### src/rtl/nibble_det_pkg.sv
// Shared types and default constants for the nibble pattern detector.
package nibble_det_pkg;

  typedef enum logic [1:0] {
    S_IDLE = 2'd0,
    S_GOT1 = 2'd1,
    S_GOT2 = 2'd2
  } det_state_e;

  localparam logic [3:0] DET_P0    = 4'hA;
  localparam logic [3:0] DET_P1    = 4'h5;
  localparam logic [3:0] DET_P2    = 4'hF;
  localparam int         DET_CNT_W = 8;

endpackage

### src/rtl/nibble_pattern_detector_sat_counter.sv
// Saturating up-counter with a synchronous clear that beats increment.
module sat_counter #(
  parameter int W = 8
) (
  input  logic         clk,
  input  logic         rst,
  input  logic         inc,
  input  logic         clr,
  output logic [W-1:0] cnt
);

  // Clear first, then increment unless already at the all-ones ceiling.
  always_ff @(posedge clk or posedge rst) begin
    if (rst) begin
      cnt <= '0;
    end else if (clr) begin
      cnt <= '0;
    end else if (inc && (cnt != {W{1'b1}})) begin
      cnt <= cnt + 1'b1;
    end
  end

endmodule

### src/rtl/nibble_pattern_detector.sv
// Detects a programmable three-nibble sequence (overlap-aware) in the
// registered nibble stream, pulses match and keeps a saturating count.
module nibble_pattern_detector
  import nibble_det_pkg::*;
#(
  parameter int               WIDTH = 4,
  parameter logic [WIDTH-1:0] P0    = DET_P0,
  parameter logic [WIDTH-1:0] P1    = DET_P1,
  parameter logic [WIDTH-1:0] P2    = DET_P2,
  parameter int               CNT_W = DET_CNT_W
) (
  input  logic             clk,
  input  logic             rst,
  input  logic             en,
  input  logic             cnt_clr,
  input  logic [WIDTH-1:0] q_in,
  output logic             match,
  output logic [CNT_W-1:0] match_cnt,
  output logic [1:0]       state
);

  det_state_e state_reg;
  det_state_e state_next;
  logic       match_reg;
  logic       hit;

  // A detection only counts on an enabled edge while the two-nibble prefix is held.
  assign hit = en && (state_reg == S_GOT2) && (q_in == P2);

  // Next-state logic; any unrecognised encoding falls back to S_IDLE.
  always_comb begin
    state_next = state_reg;
    case (state_reg)
      S_IDLE: begin
        state_next = (q_in == P0) ? S_GOT1 : S_IDLE;
      end
      S_GOT1: begin
        if (q_in == P1)      state_next = S_GOT2;
        else if (q_in == P0) state_next = S_GOT1;
        else                 state_next = S_IDLE;
      end
      S_GOT2: begin
        if (q_in == P2) begin
          // The final nibble can double as the start of the next sequence.
          state_next = (P2 == P0) ? S_GOT1 : S_IDLE;
        end else if ((P0 == P1) && (q_in == P1)) begin
          state_next = S_GOT2;
        end else if (q_in == P0) begin
          state_next = S_GOT1;
        end else begin
          state_next = S_IDLE;
        end
      end
      default: begin
        state_next = S_IDLE;
      end
    endcase
  end

  // State and match registers; en low freezes the state and suppresses match.
  always_ff @(posedge clk or posedge rst) begin
    if (rst) begin
      state_reg <= S_IDLE;
      match_reg <= 1'b0;
    end else begin
      match_reg <= hit;
      if (en) begin
        state_reg <= state_next;
      end
    end
  end

  sat_counter #(
    .W(CNT_W)
  ) u_cnt (
    .clk(clk),
    .rst(rst),
    .inc(hit),
    .clr(cnt_clr),
    .cnt(match_cnt)
  );

  assign match = match_reg;
  assign state = state_reg;

endmodule

### config.mk
export PLATFORM = sky130hd
export DESIGN_NAME = nibble_pattern_detector
export DESIGN_NICKNAME = d
export VERILOG_FILES = /design/src/rtl/nibble_det_pkg.sv /design/src/rtl/nibble_pattern_detector_sat_counter.sv /design/src/rtl/nibble_pattern_detector.sv
export SDC_FILE = /design/constraint.sdc
export NUM_CORES = 1
export LEC_CHECK = 0
export ABC_AREA = 0
export BUFFER_PORTS_ARGS = -buffer_cell sky130_fd_sc_hd__buf_2
export CORE_AREA = 5 5 42 44
export DETAILED_ROUTE_END_ITERATION = 10
export DIE_AREA = 0 0 47 49
export HOLD_SLACK_MARGIN = 0.15
export PLACE_DENSITY_LB_ADDON = 0.15
export SLEW_MARGIN = 25
export SYNTH_ARGS = -nofsm -noshare
export SYNTH_HDL_FRONTEND = slang
export SYNTH_SLANG_ARGS = --single-unit
### constraint.sdc
create_clock -name clk -period 2.5 [get_ports clk]
set_input_delay 0.25 -clock clk [delete_from_list [all_inputs] [get_ports clk]]
set_output_delay 0.25 -clock clk [all_outputs]
set_load 0.005 [all_outputs]
=== Word level (Yosys, flattened, before mapping) ===
Index checks and enable logic that the tools add are counted.

* Input port bits: 8
* Flip-flop bits (word level): 11
* Output and inout port bits: 11

* Equal/unequal tests: 6
* Muxes and demuxes: 6
* $add $sub $neg: 1
* Reduce and logical (&&, ||, !) cells: 5

{| class="wikitable"
|+ Operators with widths
! operator !! count
|-
| $mux 8 || 2
|-
| $add 8x1->8 const B || 1
|-
| $eq 4x4->1 const B || 2
|-
| $ne 8x8->1 const B || 1
|-
| $pmux 2 s3 || 1
|-
| $eq 4x3->1 const B || 1
|-
| $logic_and 1x1->1 || 3
|-
| $eq 2x1->1 const B || 1
|-
| $eq 2x2->1 const B || 1
|-
| $logic_not 2->1 || 1
|-
| $mux 1 || 2
|-
| $mux 2 || 1
|-
| $reduce_bool 2->1 || 1
|}

=== Logic depth before layout (Yosys ltp) ===
Gate-level depths: netlist (run 1).

* Word-level depth: 6
* Gate-level depth with buffers: 6

=== By module ===
From an unflattened synthesis (run 1), not the netlist that was laid out.

* Cell total of the unflattened synthesis: 62
* Area, all modules: 649.4 um^2

{| class="wikitable"
|+ By module, submodules not included
! module !! cells an instance !! instances !! area each (um^2) !! seq. area each (um^2)
|-
| sat_counter || 49 || 1 || 504.2 || 200.2
|-
| nibble_pattern_detector || 13 || 1 || 145.1 || 75.1
|}

=== Worst setup path before layout (run 1) ===
Ideal clock, no wire load.

* Kind: register -> register
* Start: register u_cnt.cnt[0]
* End: register u_cnt.cnt[7]
* Setup time: 0.078 ns
* Cell stages (with the launch flop): 6
* Path slack: 0.690 ns
* Data required time: 2.422 ns
* Clock period less this slack: 1.810 ns
* Path buffers: 0
* Arrival time: 1.732 ns
* Cells stage by stage: dfrtp_1 > ha_1 > and4_1 > a211o_1 > or4_1 > a21oi_1

* Cells in the longest elaborated chain, start to end: 3
* Elaborated cells on any way between the ends: 6
* Classes of those cells: add/sub: 1; eq/ne: 1; mux: 2; reduce/logical: 2

{| class="wikitable"
|+ Ends and longest elaborated chain
! element !! line !! text
|-
| from (decl) || nibble_pattern_detector_sat_counter.sv:9 || <nowiki>output logic [W-1:0] cnt</nowiki>
|-
| from (signal assigned) || nibble_pattern_detector_sat_counter.sv:19 || <nowiki>cnt <= cnt + 1'b1;</nowiki>
|-
| $add 8x1->8 / $ne 8x8->1 (equally long branches) || nibble_pattern_detector_sat_counter.sv:19, nibble_pattern_detector_sat_counter.sv:18 ||
|-
| $mux 8 / $logic_and 1x1->1 (equally long branches) || nibble_pattern_detector_sat_counter.sv:18 || <nowiki>end else if (inc && (cnt != {W{1'b1}})) begin</nowiki>
|-
| $mux 8 / $reduce_bool 2->1 (equally long branches) || -- ||
|}

Parallel ways exist; a longest one is shown, timed or not. The select of a mux whose other input is x is not followed.
A chain may end at the register's enable or synchronous reset.

=== Worst setup path after layout (run 1) ===
Same ends and word-level chain as after synthesis.

==> results of run 1 <==
cells in the final DEF, fill, tap and decap left out, drive strengths merged:
cell,synthesis,routed
o22ai,2,2
o21ai,4,4
nand3,6,6
a211oi,1,1
ha,1,1
nand2,3,3
and3,1,1
a21oi,5,5
and4,1,1
nand4b,1,1
nor4,1,1
clkbuf,0,4
nor2,6,6
dfrtp,11,11
dlygate4sd3,0,1
xor2,1,1
inv,4,4
nor2b,1,1
o31ai,2,2
buf,2,18
or4,2,2
a211o,1,1
or3,3,3
mux2i,1,1
power groups by stage:
| stage | clock [µW] | sequential, µW | combinational (µW) |
|---|---|---|---|
| after floorplan | 0 | 183 | 7.70 |
| after global placement | 0 | 183 | 17.0 |
| after detailed placement | 0 | 183 | 17.3 |
| after CTS | 126 | 179 | 18.5 |
| after global routing | 135 | 179 | 20.5 |
| final | 121 | 179 | 18.1 |
cells by family after synthesis:
family / Yosys count / synth area share, %
buffers and inverters: 6 / 4.729
xor gates and xnor gates: 1 / 1.577
muxes: 1 / 1.802
AOI/OAI and AO/OA: 15 / 15.99
and+or+nand+nor: 25 / 24.10
adders and majority gates: 1 / 2.252
DFF: 11 / 49.55
cell type report:
| type | instances | share of cell area [%] |
|---|---|---|
| inverter | 4 | 2.174 |
| clock buffer | 4 | 3.804 |
| multi-input combinational | 43 | 36.78 |
| tap | 16 | 2.899 |
| sequential | 11 | 39.86 |
| timing repair buffer | 19 | 14.49 |
worst register-to-register path, cell delays in order, from the launching register on:
cell	delay [ns]
sky130_fd_sc_hd__dfrtp_1	0.42
sky130_fd_sc_hd__ha_1	0.25
sky130_fd_sc_hd__and4_1	0.18
sky130_fd_sc_hd__a211o_1	0.44
sky130_fd_sc_hd__or4_1	0.55
sky130_fd_sc_hd__a21oi_1	0.15
metrics by stage:
| step | util [%] | instances | hold WS, ns |
|---|---|---|---|
| finish | 49.29 | 97 | 0.2143 |
| CTS | 49.29 | 97 | 0.2052 |
| detailed placement | 46.70 | 92 | 0.2678 |
| floorplan | - | 60 | 0.1024 |
| global route | 49.29 | 97 | 0.2122 |
| global placement | 46.70 | 92 | 0.2671 |
per-layer routing:
layer	global-route usage [%]	share of wire (%)
met1	14.12	40
met2	20.36	49
met3	2.583	7.8
met4	9.677	3.2
met5	0	0
worst paths after layout:
| path | end | cells past startpoint |
|---|---|---|
| max in group asynchronous | u_cnt.cnt[6] | 3 |
| min in group asynchronous | u_cnt.cnt[1] | 3 |
| setup / recovery | u_cnt.cnt[7] | 5 |
| setup reg to reg | u_cnt.cnt[7] | 5 |
| hold / removal | state[1] | 2 |
| hold reg to reg | state[1] | 2 |
==> impl_metrics.env, run 1 <==
export IMPL_result_of_the_run="finished, final reports clean"
export IMPL_report_final_slew_viol_count=0
export IMPL_cts_setup_buffers=0
export IMPL_synth_main_ff_cell="sky130_fd_sc_hd__dfrtp_1"
export IMPL_max_slew_margin_rel_pct=72.04
export IMPL_share_comb_of_total_power_pct=5.7
export IMPL_cp_max_fo=12
export IMPL_route_vias_total=530
export IMPL_grt_first_pass_wirelength_um=2063
export IMPL_number_of_antenna_violations_at_the_first_check_in_global_routing=0
export IMPL_pre_antenna_drt_iters=4
export IMPL_netlist_top_cell_by_area="sky130_fd_sc_hd__dfrtp_1"
export IMPL_avgRoutedWirePerCell_um=13.02
export IMPL_intPower_uw=247.6
export IMPL_worstMarginPinSlew_ns=0.4189
export IMPL_register_area_um2=275.3
export IMPL_setup_tns_ns=0
export IMPL_worstSetupEndpointType="flop"
export IMPL_boundaryPins=19
export IMPL_timing_hold_worst_class="input pin to flop"
export IMPL_die_width_um=47
export IMPL_die_span_in_y_um=49
export IMPL_fraction_of_layout_instances_using_a_drive_strength_above_1_pct=25.93
export IMPL_power_density_nw_per_um2=460.8
export IMPL_drt_vias_per_instance=5.464
export IMPL_multiInputGateArea_um2=254.0
export IMPL_power_total_uw=318.3
export IMPL_period_minus_slack_ns=2.076
export IMPL_port_buffers=18
export IMPL_total_grt_usage_pct=12.82
export IMPL_critical_path_required_ns=2.70
export IMPL_list_of_most_frequent_post_synthesis_cells="11 x sky130_fd_sc_hd__dfrtp_1, 6 x sky130_fd_sc_hd__nand3_1, 6 x sky130_fd_sc_hd__nor2_1"
export IMPL_synthMostInstantiatedCell="sky130_fd_sc_hd__dfrtp_1"
export IMPL_cts_repair_resized=0
export IMPL_fmax_mhz=481.7
export IMPL_antenna_violating_nets_post_route=0
export IMPL_cts_hold_buffers_added=1
export IMPL_num_nets_final=91
export IMPL_grt_overflow_total=0
export IMPL_syn_to_final_growth_pct=24.32
export IMPL_cp_buffers_inverters=0
export IMPL_setup_violations=0
export IMPL_timing_worst_setup_path_type="flop to flop"
export IMPL_clock_tree_htree_level_count=1
export IMPL_number_of_distinct_library_cells_after_synthesis=23
export IMPL_pin_count_of_the_biggest_net_entering_global_routing=13
export IMPL_critical_path_cell_chain="ha_1 -> and4_1 -> a211o_1 -> or4_1 -> a21oi_1"
export IMPL_power_switching_uw=70.65
export IMPL_detail_route_wirelength_um=1263
export IMPL_n_fill_cell=158
export IMPL_cts_tree="built"
export IMPL_min_delay_start="en"
export IMPL_synth_fp_nets=69
export IMPL_slowest_delay_ns=0.55
export IMPL_timing_hold_violations_final=0
export IMPL_postLayoutSetupSlackWorst_ns=0.4241
export IMPL_worst_skew_pair_late_latency_ns=0.27
export IMPL_worst_endpoint_data_arrival_time_ns=2.27
export IMPL_synth_top_cell_area_share_pct=49.55
export IMPL_syn_area_um2=555.5
export IMPL_irDropWorstVdd_mv=0.2328
export IMPL_pwr_share_clk_pct=38.0
export IMPL_average_size_of_a_mapped_cell_um2=9.259
export IMPL_start_kind="flop"
export IMPL_syn_instance_count=60
export IMPL_detail_route_drc_violations=0
export IMPL_share_of_synthesized_registers_carrying_an_async_set_or_reset_pct=100.0
export IMPL_netSwitchingFraction_pct=22.20
export IMPL_synth_edff_count=0
export IMPL_clock_skew_ns=0.004149
export IMPL_routabilityCongestion=0.7234
export IMPL_numCtsBuffers=3
export IMPL_synth_warning_count=0
export IMPL_clkSlewWorstSetupHoldPaths_ns=0.07
export IMPL_die_area_um2=2303
export IMPL_place_area_um2=654.4
export IMPL_p_leak_uw=0.0003349
export IMPL_detailed_place_hpwl_um=940.8
export IMPL_core_area_um2=1401
export IMPL_timing_critical_path_from="u_cnt.cnt[0]"
export IMPL_timing_reg2reg_setup_slack_ns=0.42
export IMPL_worst_path_dominant_cell_family="simple AND/OR/NAND/NOR gates"
export IMPL_design_area_um2=690.7
export IMPL_synth_top_cells_by_area="sky130_fd_sc_hd__dfrtp_1 50%, sky130_fd_sc_hd__nand3_1 5.4%, sky130_fd_sc_hd__a21oi_1 4.5%"
export IMPL_rr_startpoint="u_cnt.cnt[0]"
export IMPL_yosysSeqAreaShare_pct=49.55
export IMPL_clock_tree_buffer_depth=2
export IMPL_cpMaxStageDelayCell="sky130_fd_sc_hd__or4_1"
export IMPL_n_antenna_cell=0
export IMPL_rows=14
export IMPL_rsz0062_at_grt="false"
export IMPL_tritoncts_num_sinks=11
export IMPL_largest_register_ffs=8
export IMPL_timing_max_cap_violations=0
export IMPL_dp_slack_ns=0.4584
export IMPL_synth_seq_cells=11
export IMPL_cts_root_buffer="sky130_fd_sc_hd__clkbuf_4"
export IMPL_drt_iter0_markers=3
export IMPL_flop_pwr_share_pct=56.3
export IMPL_layout_worst_path_cycle_share_pct=83.03
export IMPL_number_of_global_route_vias_before_repair=459
export IMPL_initial_utilization_pct=39.64
(Power assumes the default switching activity.)
==> inputs of run 2 (changes only) <==
- ABC_AREA: 0 -> 1
- CORE_AREA: 5 5 42 44 -> default
- CORE_MARGIN: default -> 5
- CORE_UTILIZATION: default -> 44
- DIE_AREA: 0 0 47 49 -> default
- clock period: 2.5 -> 1.66 ns (I/O delays scaled with it)
==> impl_metrics.env, run 2 <==
export IMPL_synth_top_cells_by_area="sky130_fd_sc_hd__dfrtp_1 41%, sky130_fd_sc_hd__nand2_1 15%, sky130_fd_sc_hd__nand3_1 7.4%"
export IMPL_numCtsBuffers=3
export IMPL_cts_root_buffer="sky130_fd_sc_hd__clkbuf_4"
export IMPL_intPower_uw=376.6
export IMPL_worst_path_dominant_cell_family="simple AND/OR/NAND/NOR gates"
export IMPL_detail_route_drc_violations=0
export IMPL_slowest_delay_ns=0.42
export IMPL_post_route_util_pct=55.97
export IMPL_cp_max_fo=7
export IMPL_p_leak_uw=0.0004746
export IMPL_synth_main_ff_cell="sky130_fd_sc_hd__dfrtp_1"
export IMPL_avgRoutedWirePerCell_um=11.19
export IMPL_core_area_um2=1489
export IMPL_share_comb_of_total_power_pct=7.7
export IMPL_antenna_violating_nets_post_route=0
export IMPL_layout_cells_most_common_list="27 x sky130_fd_sc_hd__nand2_1, 18 x sky130_fd_sc_hd__buf_2, 13 x sky130_fd_sc_hd__inv_1, 11 x sky130_fd_sc_hd__nor2_1, 11 x sky130_fd_sc_hd__dfrtp_1"
export IMPL_drt_iter0_markers=14
export IMPL_die_width_um=49.22
export IMPL_max_slew_margin_rel_pct=70.74
export IMPL_grt_overflow_total=0
export IMPL_power_density_nw_per_um2=587.4
export IMPL_crit_top_cell="sky130_fd_sc_hd__nor2_4"
export IMPL_irDropWorstVdd_mv=0.4757
export IMPL_netSwitchingFraction_pct=23.07
export IMPL_result_of_the_run="finished, final reports clean"
export IMPL_pre_antenna_drt_iters=4
export IMPL_synth_warning_count=0
export IMPL_synth_top_cell_area_share_pct=40.67
export IMPL_die_area_um2=2423
export IMPL_n_antenna_cell=0
export IMPL_tritoncts_num_sinks=11
export IMPL_detailed_place_hpwl_um=1173
export IMPL_routabilityCongestion=0.8758
export IMPL_synth_edff_count=0
export IMPL_critical_path_required_ns=1.82
export IMPL_setup_violations=0
export IMPL_average_size_of_a_mapped_cell_um2=7.051
export IMPL_netlist_top_cell_by_area="sky130_fd_sc_hd__dfrtp_1"
export IMPL_cts_setup_buffers=0
export IMPL_clkSlewWorstSetupHoldPaths_ns=0.07
export IMPL_route_vias_total=663
export IMPL_synthMostInstantiatedCell="sky130_fd_sc_hd__nand2_1"
export IMPL_rows=14
export IMPL_boundaryPins=19
export IMPL_cts_tree="built"
export IMPL_timing_hold_worst_class="input pin to flop"
export IMPL_pwr_share_clk_pct=37.2
export IMPL_syn_instance_count=96
export IMPL_clock_tree_htree_level_count=1
export IMPL_fraction_of_layout_instances_using_a_drive_strength_above_1_pct=24.17
export IMPL_num_nets_final=130
export IMPL_critical_path_cell_chain="ha_1 -> nand3_1 -> nor2_4 -> nor2_4 -> nor2_4 -> nand2_1 -> nand2_1"
export IMPL_drt_vias_per_instance=4.875
export IMPL_commonest_non_fill_non_tap_cell_in_the_layout="sky130_fd_sc_hd__nand2_1"
export IMPL_share_of_synthesized_registers_carrying_an_async_set_or_reset_pct=100.0
export IMPL_clock_skew_ns=0.004280
export IMPL_flop_pwr_share_pct=55.1
export IMPL_timing_worst_setup_path_type="flop to flop"
export IMPL_largest_register_ffs=8
export IMPL_period_minus_slack_ns=1.331
export IMPL_fmax_mhz=751.6
export IMPL_setup_tns_ns=0
export IMPL_synth_seq_cells=11
export IMPL_grt_first_pass_wirelength_um=2628
export IMPL_syn_to_final_growth_pct=23.11
export IMPL_timing_max_cap_violations=0
export IMPL_yosysSeqAreaShare_pct=40.67
export IMPL_synth_fp_nets=105
export IMPL_rsz0062_at_grt="false"
export IMPL_number_of_global_route_vias_before_repair=608
export IMPL_syn_area_um2=676.9
export IMPL_worst_endpoint_data_arrival_time_ns=1.49
export IMPL_timing_hold_violations_final=0
export IMPL_die_span_in_y_um=49.22
export IMPL_start_kind="flop"
export IMPL_number_of_antenna_violations_at_the_first_check_in_global_routing=0
export IMPL_total_grt_usage_pct=13.70
export IMPL_cp_buffers_inverters=0
export IMPL_detail_route_wirelength_um=1522
export IMPL_layout_worst_path_cycle_share_pct=80.15
export IMPL_worstSetupEndpointType="flop"
export IMPL_report_final_slew_viol_count=0
export IMPL_port_buffers=18
export IMPL_worst_skew_pair_late_latency_ns=0.27
export IMPL_clock_tree_buffer_depth=2
export IMPL_pin_count_of_the_biggest_net_entering_global_routing=12
export IMPL_initial_utilization_pct=45.46
export IMPL_number_of_distinct_library_cells_after_synthesis=18
export IMPL_worstMarginPinSlew_ns=0.4384
export IMPL_power_switching_uw=112.9
export IMPL_cpMaxStageDelayCell="sky130_fd_sc_hd__dfrtp_1"
export IMPL_postLayoutSetupSlackWorst_ns=0.3295
export IMPL_dp_slack_ns=0.3459
export IMPL_list_of_most_frequent_post_synthesis_cells="27 x sky130_fd_sc_hd__nand2_1, 13 x sky130_fd_sc_hd__inv_1, 11 x sky130_fd_sc_hd__dfrtp_1, 11 x sky130_fd_sc_hd__nor2_1, 10 x sky130_fd_sc_hd__nand3_1"
[run 2: through the flow]
step	instance area, µm²	total power (µW)	std cells	hold WS (ns)
after floorplan	676.9	292.5	96	0.01844
after global routing	833.3	519.6	136	0.2038
after CTS	833.3	496.8	136	0.1912
after detailed placement	787.0	309.4	130	0.1821
final	833.3	489.5	136	0.2006
after global placement	787.0	308.6	130	0.1785
[run 2: final timing paths]
check                                to          from  cells after the start  slack (ns)
setup / recovery           u_cnt.cnt[1]  u_cnt.cnt[0]                      7        0.33
hold / removal                    match       q_in[0]                      3        0.20
setup reg to reg           u_cnt.cnt[1]  u_cnt.cnt[0]                      7        0.33
hold reg to reg            u_cnt.cnt[1]  u_cnt.cnt[1]                      2        0.54
max in group asynchronous  u_cnt.cnt[3]           rst                      3        0.92
min in group asynchronous  u_cnt.cnt[5]           rst                      3        0.44
[run 2: worst register-to-register path, stage by stage (launching register included)]
cell	delay (ns)
sky130_fd_sc_hd__dfrtp_1	0.42
sky130_fd_sc_hd__ha_1	0.23
sky130_fd_sc_hd__nand3_1	0.14
sky130_fd_sc_hd__nor2_4	0.06
sky130_fd_sc_hd__nor2_4	0.18
sky130_fd_sc_hd__nor2_4	0.08
sky130_fd_sc_hd__nand2_1	0.06
sky130_fd_sc_hd__nand2_1	0.05
[run 2: layout make-up]
cell class | count | area [µm²]
multi-input combinational | 68 | 337.8
tap | 16 | 20.02
sequential | 11 | 275.3
timing repair buffer | 20 | 110.1
clock buffer | 4 | 26.28
fill | 147 | 655.6
inverter | 17 | 63.81
[run 2: logic make-up after synthesis]
kind of cell	count (synthesis)	synth area share, %
AO/OA/AOI/OAI	6	5.361
AND/OR/NAND/NOR	60	41.40
buffers and inverters	17	9.427
XOR/XNOR	1	1.294
flip-flops	11	40.66
adder cells (fa/ha/maj)	1	1.848
[run 2: repair_timing]
| action | in CTS | in global routing |
|---|---|---|
| hold endpoints to repair | 13 | 0 |
| hold buffers | 2 | 0 |
| resized for setup | 0 | 0 |
[run 2: routing by layer]
layer / track usage [%] / part of all wire [%] / wire [µm]
met5: 0 / 0 / 0
met4: 6.726 / 0.66 / 10
met3: 3.976 / 5.9 / 90
met2: 21.24 / 48 / 733
met1: 17.07 / 45 / 688
[run 2: power groups by stage]
stage	Sequential [µW]	Combinational, µW	Clock [µW]
2_1_floorplan	275	17.5	0
3_3_place_gp	275	33.7	0
3_5_place_dp	275	34.4	0
4_1_cts	270	38.2	189
5_1_grt	270	43.4	206
6_report	270	37.7	182
==> inputs of run 3 (changes only) <==
- clock period: 1.66 -> 1.1 ns (I/O delays scaled with it)
==> impl_metrics.env, run 3 (same netlist as run 2, synthesis figures left out) <==
export IMPL_setup_violations=9
export IMPL_num_nets_final=148
export IMPL_rsz0062_at_grt="true"
export IMPL_n_antenna_cell=0
export IMPL_worst_skew_pair_late_latency_ns=0.28
export IMPL_power_density_nw_per_um2=736.6
export IMPL_die_span_in_y_um=49.22
export IMPL_worst_path_dominant_cell_family="flip-flops"
export IMPL_result_of_the_run="finished, violations left"
export IMPL_n_fill_cell=127
export IMPL_largest_register_ffs=8
export IMPL_clock_tree_htree_level_count=1
export IMPL_cp_buffers_inverters=2
export IMPL_layout_cells_most_common_list="27 x sky130_fd_sc_hd__nand2_1, 15 x sky130_fd_sc_hd__buf_2, 14 x sky130_fd_sc_hd__buf_4, 13 x sky130_fd_sc_hd__inv_1, 11 x sky130_fd_sc_hd__nor2_1"
export IMPL_timing_hold_worst_class="input pin to flop"
export IMPL_pin_count_of_the_biggest_net_entering_global_routing=12
export IMPL_number_of_global_route_vias_before_repair=674
export IMPL_drt_iter0_markers=12
export IMPL_cpMaxStageDelayCell="sky130_fd_sc_hd__dfrtp_1"
export IMPL_worstSetupEndpointType="flop"
export IMPL_initial_utilization_pct=45.46
export IMPL_slowest_delay_ns=0.41
export IMPL_logic_depth_of_the_worst_path_buffers_included=7
export IMPL_critical_path_cell_chain="buf_4 -> buf_4 -> nand3_2 -> xor2_1 -> nor2_1 -> nand2_1 -> nand2_1"
export IMPL_pre_antenna_drt_iters=5
export IMPL_max_slew_margin_rel_pct=72.31
export IMPL_tritoncts_num_sinks=11
export IMPL_pwr_share_clk_pct=37.6
export IMPL_share_comb_of_total_power_pct=8.9
export IMPL_fraction_of_layout_instances_using_a_drive_strength_above_1_pct=36.23
export IMPL_design_area_um2=1032
export IMPL_route_vias_total=749
export IMPL_layout_worst_path_cycle_share_pct=113.9
export IMPL_netSwitchingFraction_pct=24.23
export IMPL_worst_endpoint_data_arrival_time_ns=1.42
export IMPL_syn_to_final_growth_pct=52.50
export IMPL_timing_worst_setup_path_type="flop to flop"
export IMPL_final_cell_count_no_fill=154
export IMPL_commonest_non_fill_non_tap_cell_in_the_layout="sky130_fd_sc_hd__nand2_1"
export IMPL_critical_path_required_ns=1.27
export IMPL_irDropWorstVdd_mv=0.5892
export IMPL_antenna_violating_nets_post_route=0
export IMPL_routabilityCongestion=0.7958
export IMPL_detail_route_wirelength_um=1740
export IMPL_core_area_um2=1489
export IMPL_cp_max_fo=4
export IMPL_holdWs_ns=0.1666
export IMPL_cts_root_buffer="sky130_fd_sc_hd__clkbuf_4"
export IMPL_clock_tree_buffer_depth=2
export IMPL_number_of_antenna_violations_at_the_first_check_in_global_routing=0
export IMPL_total_grt_usage_pct=14.02
export IMPL_clock_skew_ns=0.002708
export IMPL_detail_route_drc_violations=0
export IMPL_avgRoutedWirePerCell_um=11.30
export IMPL_period_minus_slack_ns=1.252
export IMPL_timing_max_cap_violations=0
export IMPL_place_area_um2=907.1
export IMPL_report_final_slew_viol_count=0
export IMPL_numCtsBuffers=3
export IMPL_drt_vias_per_instance=4.864
export IMPL_boundaryPins=19
export IMPL_start_kind="flop"
export IMPL_timing_hold_violations_final=0
export IMPL_worst_r2r_cell_count=7
export IMPL_hold_path_depth=4
export IMPL_p_leak_uw=0.0005667
export IMPL_clkSlewWorstSetupHoldPaths_ns=0.07
export IMPL_worstMarginPinSlew_ns=0.4148
export IMPL_dp_cells=145
export IMPL_rows=14
export IMPL_fmax_mhz=798.4
export IMPL_cts_tree="built"
export IMPL_power_switching_uw=184.3
export IMPL_grt_overflow_total=0
export IMPL_flop_pwr_share_pct=53.5
export IMPL_postLayoutSetupSlackWorst_ns=-0.1525
export IMPL_die_width_um=49.22
export IMPL_grt_first_pass_wirelength_um=2725
export IMPL_die_area_um2=2423
export IMPL_failed_checks="negative setup slack"
export IMPL_intPower_uw=576.1
export IMPL_port_buffers=18
export IMPL_detailed_place_hpwl_um=1335
==> run 3: cell types whose count changed in the layout (fill, tap and decap cells not counted) <==
cell	change
sky130_fd_sc_hd__buf_2	-3
sky130_fd_sc_hd__buf_4	+14
sky130_fd_sc_hd__buf_6	+5
sky130_fd_sc_hd__dfrtp_1	-2
sky130_fd_sc_hd__dfrtp_2	+2
sky130_fd_sc_hd__dlygate4sd3_1	+2
sky130_fd_sc_hd__ha_1	-1
sky130_fd_sc_hd__ha_4	+1
sky130_fd_sc_hd__nand3_1	-2
sky130_fd_sc_hd__nand3_2	+1
sky130_fd_sc_hd__nand3_4	+1
==> run 3: power groups by stage <==
stage                     clock network [µW]  registers, µW  logic, µW
after floorplan                            0            415       25.7
after global placement                     0            414       54.9
after detailed placement                   0            415       57.5
after CTS                                284            407       69.2
after global routing                     322            407       76.5
final                                    286            407       68.0
==> run 3: final cells by class <==
| class | instances | area [µm²] | share of cell area [%] |
|---|---|---|---|
| multi-input cells | 68 | 367.9 | 35.64 |
| inverters | 17 | 63.81 | 6.182 |
| clock buffers | 4 | 26.28 | 2.545 |
| well taps | 16 | 20.02 | 1.939 |
| flip-flops and latches | 11 | 277.8 | 26.91 |
| repair buffers | 38 | 276.5 | 26.79 |
==> run 3: per-stage QoR <==
stage | TNS, ns | worst slack, ns | power, µW | util, %
2_1_floorplan | -0.5456 | -0.08265 | 440.7 | -
6_report | -0.9841 | -0.1525 | 760.4 | 69.33
3_3_place_gp | -0.6074 | -0.09770 | 469.4 | 60.92
5_1_grt | -1.903 | -0.2340 | 805.1 | 69.33
4_1_cts | -0.6613 | -0.1056 | 759.5 | 65.38
3_5_place_dp | -0.8317 | -0.1339 | 472.1 | 60.92
==> run 3: path summary, 6_finish.rpt <==
path / from / slack (ns) / endpoint
hold / removal: q_in[1] / 0.17 / state[1]
min in group asynchronous: rst / 0.36 / state[1]
setup / recovery: u_cnt.cnt[1] / -0.15 / u_cnt.cnt[3]
setup reg to reg: u_cnt.cnt[1] / -0.15 / u_cnt.cnt[3]
hold reg to reg: u_cnt.cnt[6] / 0.60 / u_cnt.cnt[6]
max in group asynchronous: rst / 0.42 / u_cnt.cnt[3]
==> run 3: worst reg2reg max path: stages, from the launching register on <==
cell and delay (ns):
sky130_fd_sc_hd__dfrtp_1 0.41, sky130_fd_sc_hd__buf_4 0.14, sky130_fd_sc_hd__buf_4 0.14, sky130_fd_sc_hd__nand3_2 0.11, sky130_fd_sc_hd__xor2_1 0.17, sky130_fd_sc_hd__nor2_1 0.06
sky130_fd_sc_hd__nand2_1 0.07, sky130_fd_sc_hd__nand2_1 0.05
==> run 3: routing by layer <==
metal,GRT usage [%],vias to the layer above,wire (µm)
li1,-,392,-
met1,16.89,327,684
met2,23.61,25,890
met3,2.446,5,121
met4,6.726,0,44
met5,0,-,0
==> run 3: repair_timing <==
item / in CTS / in global routing
resized for setup: 0 / 10
endpoints found under the hold margin: 15 / 0
hold buffers: 4 / 0
setup endpoints to repair: 8 / 10
pin swaps: 6 / 7
setup buffers: 0 / 1
